## config.mk

```make
export PLATFORM = sky130hd
export DESIGN_NAME = ps2_kbd_rx
export DESIGN_NICKNAME = d
export VERILOG_FILES = /design/src/rtl/ps2_pkg.sv /design/src/rtl/ps2_byte_fifo.sv /design/src/rtl/ps2_kbd_rx.sv
export SDC_FILE = /design/constraint.sdc
export NUM_CORES = 1
export LEC_CHECK = 0
export ABC_CLOCK_PERIOD_IN_PS = 3150
export BUFFER_PORTS_ARGS = -buffer_cell sky130_fd_sc_hd__buf_2
export CAP_MARGIN = 20
export CORE_MARGIN = 4
export CORE_UTILIZATION = 35
export CTS_BUF_LIST = sky130_fd_sc_hd__clkbuf_16
export DETAILED_ROUTE_END_ITERATION = 7
export PLACE_DENSITY = 0.53
export SLEW_MARGIN = 20
export SYNTH_ARGS = -nofsm -noshare
export SYNTH_HDL_FRONTEND = slang
export SYNTH_SLANG_ARGS = --single-unit
```

## constraint.sdc

```tcl
create_clock -name clk -period 3.15 [get_ports clk]
set_input_delay 0.1575 -clock clk [delete_from_list [all_inputs] [get_ports clk]]
set_output_delay 0.1575 -clock clk [all_outputs]
set_load 0.01 [all_outputs]
```

## src/rtl/ps2_pkg.sv

```systemverilog
// Shared constants and decoder state type for the PS/2 keyboard receiver.
package ps2_pkg;

    localparam logic [7:0] SC_EXT    = 8'hE0;  // extended-key prefix
    localparam logic [7:0] SC_BRK    = 8'hF0;  // break (release) prefix
    localparam int         FRAME_LEN = 11;     // start + 8 data + parity + stop

    typedef enum logic [1:0] {
        IDLE    = 2'd0,
        EXT     = 2'd1,
        BRK     = 2'd2,
        EXT_BRK = 2'd3
    } dec_state_e;

endpackage

```

## src/rtl/ps2_byte_fifo.sv

```systemverilog
// First-word-fall-through byte FIFO with sticky overflow flag.
// Pointers carry one extra wrap bit so full and empty can be told apart.
module ps2_byte_fifo #(
    parameter int DEPTH = 8
) (
    input  logic       clk,
    input  logic       rst,
    input  logic       push_i,
    input  logic [7:0] din_i,
    input  logic       pop_i,
    output logic [7:0] dout_o,
    output logic       empty_o,
    output logic       full_o,
    output logic       overflow_o
);
    localparam int AW = $clog2(DEPTH);

    logic [7:0]  mem_q [DEPTH];
    logic [AW:0] wr_q, wr_d, rd_q, rd_d;
    logic [AW:0] level;
    logic        ovf_q, ovf_d;
    logic        pop_ok, push_ok;

    assign empty_o = (wr_q == rd_q);
    assign full_o  = (wr_q[AW] != rd_q[AW]) && (wr_q[AW-1:0] == rd_q[AW-1:0]);
    assign level   = wr_q - rd_q;

    // Pop on empty is ignored; push while full only lands if a pop frees the slot.
    assign pop_ok  = pop_i && !empty_o;
    assign push_ok = push_i && (!full_o || pop_ok);

    // Head byte is shown only while the FIFO holds data, so reset reads as 0.
    assign dout_o     = empty_o ? 8'h00 : mem_q[rd_q[AW-1:0]];
    assign overflow_o = ovf_q;

    // Next pointer and overflow state.
    always_comb begin
        wr_d  = wr_q;
        rd_d  = rd_q;
        ovf_d = ovf_q;
        if (push_ok) wr_d = wr_q + 1'b1;
        if (pop_ok)  rd_d = rd_q + 1'b1;
        if (push_i && full_o && !pop_ok)
            ovf_d = 1'b1;
        else if (pop_ok && !push_ok && level == (AW+1)'(1))
            ovf_d = 1'b0;
    end

    // Pointer and flag registers.
    always_ff @(posedge clk or posedge rst) begin
        if (rst) begin
            wr_q  <= '0;
            rd_q  <= '0;
            ovf_q <= 1'b0;
        end else begin
            wr_q  <= wr_d;
            rd_q  <= rd_d;
            ovf_q <= ovf_d;
        end
    end

    // Storage array; contents are don't-care until written.
    always_ff @(posedge clk) begin
        if (push_ok) mem_q[wr_q[AW-1:0]] <= din_i;
    end

endmodule

```

## src/rtl/ps2_kbd_rx.sv

```systemverilog
// PS/2 keyboard receiver: line synchroniser, 11-bit deframer with line
// timeout, scan-byte FIFO and make/break/extended decoder.
// Optional: define PS2_PARITY_CHECK_EN to reject frames with bad odd parity.
module ps2_kbd_rx
    import ps2_pkg::*;
#(
    parameter int FIFO_DEPTH  = 8,
    parameter int CNT_W       = 8,
    parameter int SYNC_STAGES = 3,
    parameter int TIMEOUT_CYC = 50000
) (
    input  logic             clk,
    input  logic             rst,
    input  logic             ps2_clk,
    input  logic             ps2_data,
    input  logic             nextdata_n,
    output logic [7:0]       data,
    output logic             ready,
    output logic             overflow,
    output logic             frame_err,
    output logic [7:0]       key_code,
    output logic             key_ext,
    output logic             key_pressed,
    output logic [CNT_W-1:0] key_times
);
    localparam int TO_W = $clog2(TIMEOUT_CYC + 1);

    // ---------------- synchroniser / edge detect ----------------
    logic [SYNC_STAGES-1:0] clk_sync_q, dat_sync_q;
    logic                   clk_prev_q;
    logic                   fall, dat_s;

    // Idle PS/2 lines are high, so the chain resets high to avoid a fake edge.
    always_ff @(posedge clk or posedge rst) begin
        if (rst) begin
            clk_sync_q <= '1;
            dat_sync_q <= '1;
            clk_prev_q <= 1'b1;
        end else begin
            clk_sync_q <= {clk_sync_q[SYNC_STAGES-2:0], ps2_clk};
            dat_sync_q <= {dat_sync_q[SYNC_STAGES-2:0], ps2_data};
            clk_prev_q <= clk_sync_q[SYNC_STAGES-1];
        end
    end

    assign fall  = clk_prev_q && !clk_sync_q[SYNC_STAGES-1];
    assign dat_s = dat_sync_q[SYNC_STAGES-1];

    // ---------------- deframer / timeout ----------------
    logic [3:0]      bit_cnt_q, bit_cnt_d;
    logic [9:0]      sr_q, sr_d;        // {parity, data[7:0], start} once 10 bits are in
    logic [TO_W-1:0] to_q, to_d;
    logic            frame_ok, frame_bad, timeout;
    logic            par_ok;
    logic [7:0]      frame_byte;

    assign frame_byte = sr_q[8:1];

`ifdef PS2_PARITY_CHECK_EN
    assign par_ok = ^sr_q[9:1];         // odd parity over data + parity bit
`else
    logic unused_par;
    assign unused_par = sr_q[9];
    assign par_ok     = 1'b1;
`endif

    // Shift bits in on each falling edge; judge the frame on the 11th edge.
    always_comb begin
        bit_cnt_d = bit_cnt_q;
        sr_d      = sr_q;
        to_d      = to_q;
        frame_ok  = 1'b0;
        frame_bad = 1'b0;
        timeout   = 1'b0;
        if (fall) begin
            to_d = '0;
            if (bit_cnt_q == 4'(FRAME_LEN - 1)) begin
                bit_cnt_d = '0;
                if (!sr_q[0] && dat_s && par_ok) frame_ok  = 1'b1;
                else                             frame_bad = 1'b1;
            end else begin
                sr_d      = {dat_s, sr_q[9:1]};
                bit_cnt_d = bit_cnt_q + 4'd1;
            end
        end else if (bit_cnt_q != '0) begin
            if (to_q == TO_W'(TIMEOUT_CYC - 1)) begin
                timeout   = 1'b1;
                bit_cnt_d = '0;
                to_d      = '0;
            end else begin
                to_d = to_q + 1'b1;
            end
        end
    end

    // Deframer state and error pulse.
    always_ff @(posedge clk or posedge rst) begin
        if (rst) begin
            bit_cnt_q <= '0;
            sr_q      <= '0;
            to_q      <= '0;
            frame_err <= 1'b0;
        end else begin
            bit_cnt_q <= bit_cnt_d;
            sr_q      <= sr_d;
            to_q      <= to_d;
            frame_err <= frame_bad || timeout;
        end
    end

    // ---------------- FIFO ----------------
    logic fifo_empty, fifo_full;

    ps2_byte_fifo #(.DEPTH(FIFO_DEPTH)) u_fifo (
        .clk        (clk),
        .rst        (rst),
        .push_i     (frame_ok),
        .din_i      (frame_byte),
        .pop_i      (!nextdata_n),
        .dout_o     (data),
        .empty_o    (fifo_empty),
        .full_o     (fifo_full),
        .overflow_o (overflow)
    );

    assign ready = !fifo_empty;

    logic unused_full;
    assign unused_full = fifo_full;

    // ---------------- decoder FSM ----------------
    dec_state_e       state_q, state_d;
    logic [7:0]       key_code_d;
    logic             key_ext_d, key_pressed_d;
    logic [CNT_W-1:0] key_times_d;
    logic             do_make, do_brk, ev_ext;

    // Prefix tracking plus make/break bookkeeping on each good byte.
    always_comb begin
        state_d       = state_q;
        key_code_d    = key_code;
        key_ext_d     = key_ext;
        key_pressed_d = key_pressed;
        key_times_d   = key_times;
        do_make       = 1'b0;
        do_brk        = 1'b0;
        ev_ext        = 1'b0;
        if (frame_bad || timeout) begin
            state_d = IDLE;
        end else if (frame_ok) begin
            unique case (state_q)
                IDLE: begin
                    if (frame_byte == SC_EXT)      state_d = EXT;
                    else if (frame_byte == SC_BRK) state_d = BRK;
                    else                           do_make = 1'b1;
                end
                EXT: begin
                    if (frame_byte == SC_BRK)      state_d = EXT_BRK;
                    else if (frame_byte == SC_EXT) state_d = EXT;
                    else begin
                        do_make = 1'b1;
                        ev_ext  = 1'b1;
                        state_d = IDLE;
                    end
                end
                BRK: begin
                    do_brk  = 1'b1;
                    state_d = IDLE;
                end
                EXT_BRK: begin
                    do_brk  = 1'b1;
                    ev_ext  = 1'b1;
                    state_d = IDLE;
                end
                default: state_d = IDLE;
            endcase
        end

        // Typematic repeats of the held key leave everything unchanged.
        if (do_make && !(key_pressed && {ev_ext, frame_byte} == {key_ext, key_code})) begin
            key_code_d    = frame_byte;
            key_ext_d     = ev_ext;
            key_pressed_d = 1'b1;
            key_times_d   = key_times + 1'b1;
        end
        if (do_brk && {ev_ext, frame_byte} == {key_ext, key_code})
            key_pressed_d = 1'b0;
    end

    // Decoder registers.
    always_ff @(posedge clk or posedge rst) begin
        if (rst) begin
            state_q     <= IDLE;
            key_code    <= '0;
            key_ext     <= 1'b0;
            key_pressed <= 1'b0;
            key_times   <= '0;
        end else begin
            state_q     <= state_d;
            key_code    <= key_code_d;
            key_ext     <= key_ext_d;
            key_pressed <= key_pressed_d;
            key_times   <= key_times_d;
        end
    end

endmodule
```

==> summary.md <==
| Metric | Value |
|---|---|
| RSZ-0062 raised after global routing | `no` |
| Layout Area Growth over Synthesis | `21.28%` |
| Detailed Routing Iterations Pass 1 | `4` |
| Initial Utilization | `0.3568` |
| Synth unique cells | `44` |
| Cell Pwr Density | `858.9 mW/mm²` |
| Die Y-Extent | `135.3 µm` |
| Ports | `34` |
| Status | `complete, no violations` |
| Setup TNS | `0 ns` |
| Clock skew | `0.007748 ns` |
| Sequential share of the synthesized area | `0.6364` |
| Root Buffer | `clkbuf_16` |
| Placeable Area | `0.01589 mm²` |
| Final cell area excluding filler cells | `0.006874 mm²` |
| Antenna cells | `0` |
| Slew @ Worst Pin | `0.8264 ns` |
| H-tree depth | `4` |
| Initial antenna violation count | `0` |
| Final Max Tran Viols | `0` |
| Top post-synthesis cells by area | `edfxtp_1, dfrtp_1, mux4_2` |
| Rel. slew slack | `0.4413` |
| Final Hold Vio Count | `0` |
| Crit path max fanout | `9` |
| Area post-placement | `0.006223 mm²` |
| CTS Buf Count | `17` |
| Post-CTS setup buffers | `0` |
| Average size of a mapped cell | `13.99 µm²` |
| Fillers | `1,466` |
| Detail Route Antenna Nets | `0` |
| Clock Tree Buf Depth | `2` |
| Cells resized by post-CTS repair | `0` |
| RePlAce Congestion | `0.7813` |
| Most used DFF post-synth | `edfxtp_1` |
| Number of remaining DRC errors | `0` |
| Static leakage | `2.850 nW` |
| Layout cells sized above 1 | `0.2780` |
| Die footprint | `0.01829 mm²` |
| CP Class | `flop to flop` |
| Yosys warns | `0` |
| Vias in the first global route | `3,481` |
| Netlist Area Pre-Place | `0.005668 mm²` |
| Hold Path Class | `input port to flop` |
| Number of flops mapped to enable cells by yosys | `64` |
| DP HPWL | `7907 µm` |
| Avg Vias per Cell | `4.950` |
| Reg2reg path depth | `8` |
| CP Capture Type | `flop` |
| Post-synth top area share | `0.3391` |
| Arrival time at the worst endpoint | `2.63 ns` |
| Final setup fails | `0` |
| Port-buffer cells | `33` |
| #FFs+latches synth | `131` |
| Largest net degree at the start of global routing | `36` |
| CTS sink count | `131` |
| CTS clk-pin slew, worst paths | `0.05 ns` |
| CTS tree | `built` |
| Startpoint Class | `flop` |
| Max Cap Viol | `0` |
| Vias | `3,455` |
| GRT Util Overall | `0.1376` |
| Nets | `486` |
| DRT Wirelength | `11,550 µm` |
| Hold buffers post-CTS | `3` |
| Syn_nets | `421` |
| F_max | `399.9 MHz` |
| Leading area contributor after synthesis | `edfxtp_1` |
| Worst skew pair latency | `0.42 ns` |
| Die width | `135.3 µm` |
| FFs w/ async S/R, synth | `0.5115` |
| VDD IR-drop max | `0.5672 mV` |
| Worst path required time | `3.28 ns` |
| First-pass GRT wire length | `18,980 µm` |
| Final min period | `2.500 ns` |
| Layout Utilization | `0.4327` |
| Rows | `46` |
| Total power | `0.005904 W` |
| Worst Hold Depth | `3` |
| Crit share post-route | `0.7938` |
| Gr ovfl total | `0` |
| DR WL/cell | `16.54 µm` |
| Synth Instances | `405` |
| Detailed Route Iter0 Violations | `184` |
| Hold WS | `0.09997 ns` |
worst paths after layout:
kind                           startpoint            endpoint  slack, ns
setup reg to reg           u_fifo.rd_q[2]  u_fifo.mem_q[0][5]       0.65
hold reg to reg             dat_sync_q[0]       dat_sync_q[1]       0.35
min in group asynchronous             rst        key_times[3]       0.41
max in group asynchronous             rst       dat_sync_q[2]       2.02
hold / removal                 nextdata_n   u_fifo.overflow_o        0.1
setup / recovery           u_fifo.rd_q[2]  u_fifo.mem_q[0][5]       0.65
cell usage in the layout (no fill, tap or decap), types with 2 or more instances in the layout:
| cell type | n |
|---|---|
| xnor2_1 | 15 |
| clkbuf_16 | 17 |
| dfrtp_1 | 60 |
| mux4_2 | 16 |
| edfxtp_1 | 64 |
| mux2_2 | 20 |
| dlygate4sd3_1 | 3 |
| dfstp_2 | 7 |
| nand4_1 | 8 |
| buf_2 | 33 |
| nor2_1 | 26 |
| clkinv_1 | 3 |
| nor3_1 | 9 |
| o21ai_0 | 19 |
| and3_1 | 6 |
| ha_1 | 10 |
| nand2_1 | 40 |
| bufinv_16 | 5 |
| nand2b_1 | 2 |
| or3_1 | 3 |
| xor2_1 | 19 |
| inv_1 | 12 |
| clkinvlp_4 | 2 |
| buf_4 | 21 |
| nor2b_1 | 4 |
| nand3_1 | 18 |
| nor4_4 | 2 |
| nor4b_1 | 3 |
| clkinv_2 | 3 |
| a21oi_1 | 13 |
power breakdown:
| group | internal [W] | switching (W) | total [W] |
|---|---|---|---|
| combinational | 0.000684 | 0.000836 | 0.00152 |
| sequential | 0.00210 | 0.000218 | 0.00232 |
| clock | 0.00138 | 0.000684 | 0.00206 |
| total | 0.00417 | 0.00174 | 0.00590 |
sequential cells by signal, indices dropped and copies added (netlist names):
| name | flops |
|---|---|
| bit_cnt_q | 4 |
| clk_prev_q | 1 |
| clk_sync_q | 3 |
| dat_sync_q | 3 |
| frame_err | 1 |
| key_code | 8 |
| key_ext | 1 |
| key_pressed | 1 |
| key_times | 8 |
| sr_q | 10 |
| state_q | 2 |
| to_q | 16 |
| u_fifo.mem_q | 64 |
| u_fifo.overflow_o | 1 |
| u_fifo.rd_q | 4 |
| u_fifo.wr_q | 4 |
worst max-delay path: stages (launching register included):
cell and delay, ns:
dfrtp_1 0.35, clkinv_1 0.23, ha_1 0.43, and3_1 0.17, nand3_1 0.10, nor2b_1 0.37
nand2_1 0.19, nor3_1 0.16, buf_4 0.20
final cells by class:
type / instances / area, µm² / area share
Sequential cell: 131 / 3607 / 0.5248
Multi-Input combinational cell: 250 / 1958 / 0.2849
Clock buffer: 17 / 425.4 / 0.06189
Timing Repair Buffer: 58 / 372.9 / 0.05424
Tap cell: 216 / 270.3 / 0.03932
Clock inverter: 14 / 195.2 / 0.02839
Inverter: 12 / 45.04 / 0.006553
Yosys cell counts (all sizes together), types with 2 or more instances:
cell type	instances
edfxtp	64
nor2	27
nor4b	3
nor4	2
nor2b	4
xnor2	15
nand3	18
inv	11
mux4	16
and3	6
dfrtp	60
buf	6
o21ai	19
ha	10
nand4	8
mux2	20
or3	3
dfstp	7
a21oi	13
clkbuf	6
nor3	9
nand3b	2
nand2b	3
and4	2
nand2	40
xor2	19
per-layer routing:
layer	track usage	wire [µm]	vias to the layer above
li1	-	-	1613
met5	0	0	-
met2	0.2154	5639	63
met1	0.1793	5171	1755
met4	0.06439	274	0
met3	0.03640	463	24
logic make-up after synthesis:
group / after synthesis / share of synthesized area
buffers and inverters: 24 / 0.01810
multiplexers: 36 / 0.1033
XOR/XNOR: 34 / 0.05254
flip-flops: 131 / 0.6364
AND/OR/NAND/NOR: 131 / 0.1272
adder cells (fa/ha/maj): 11 / 0.02561
AO/OA/AOI/OAI: 38 / 0.03687
metrics by stage:
step           setup slack (ns)  cells
2_1_floorplan           0.02618    405
3_3_place_gp             0.6794    664
3_5_place_dp             0.6610    664
4_1_cts                  0.6360    698
5_1_grt                  0.4522    698
6_report                 0.6495    698
Power figures use the tool's default switching activity.
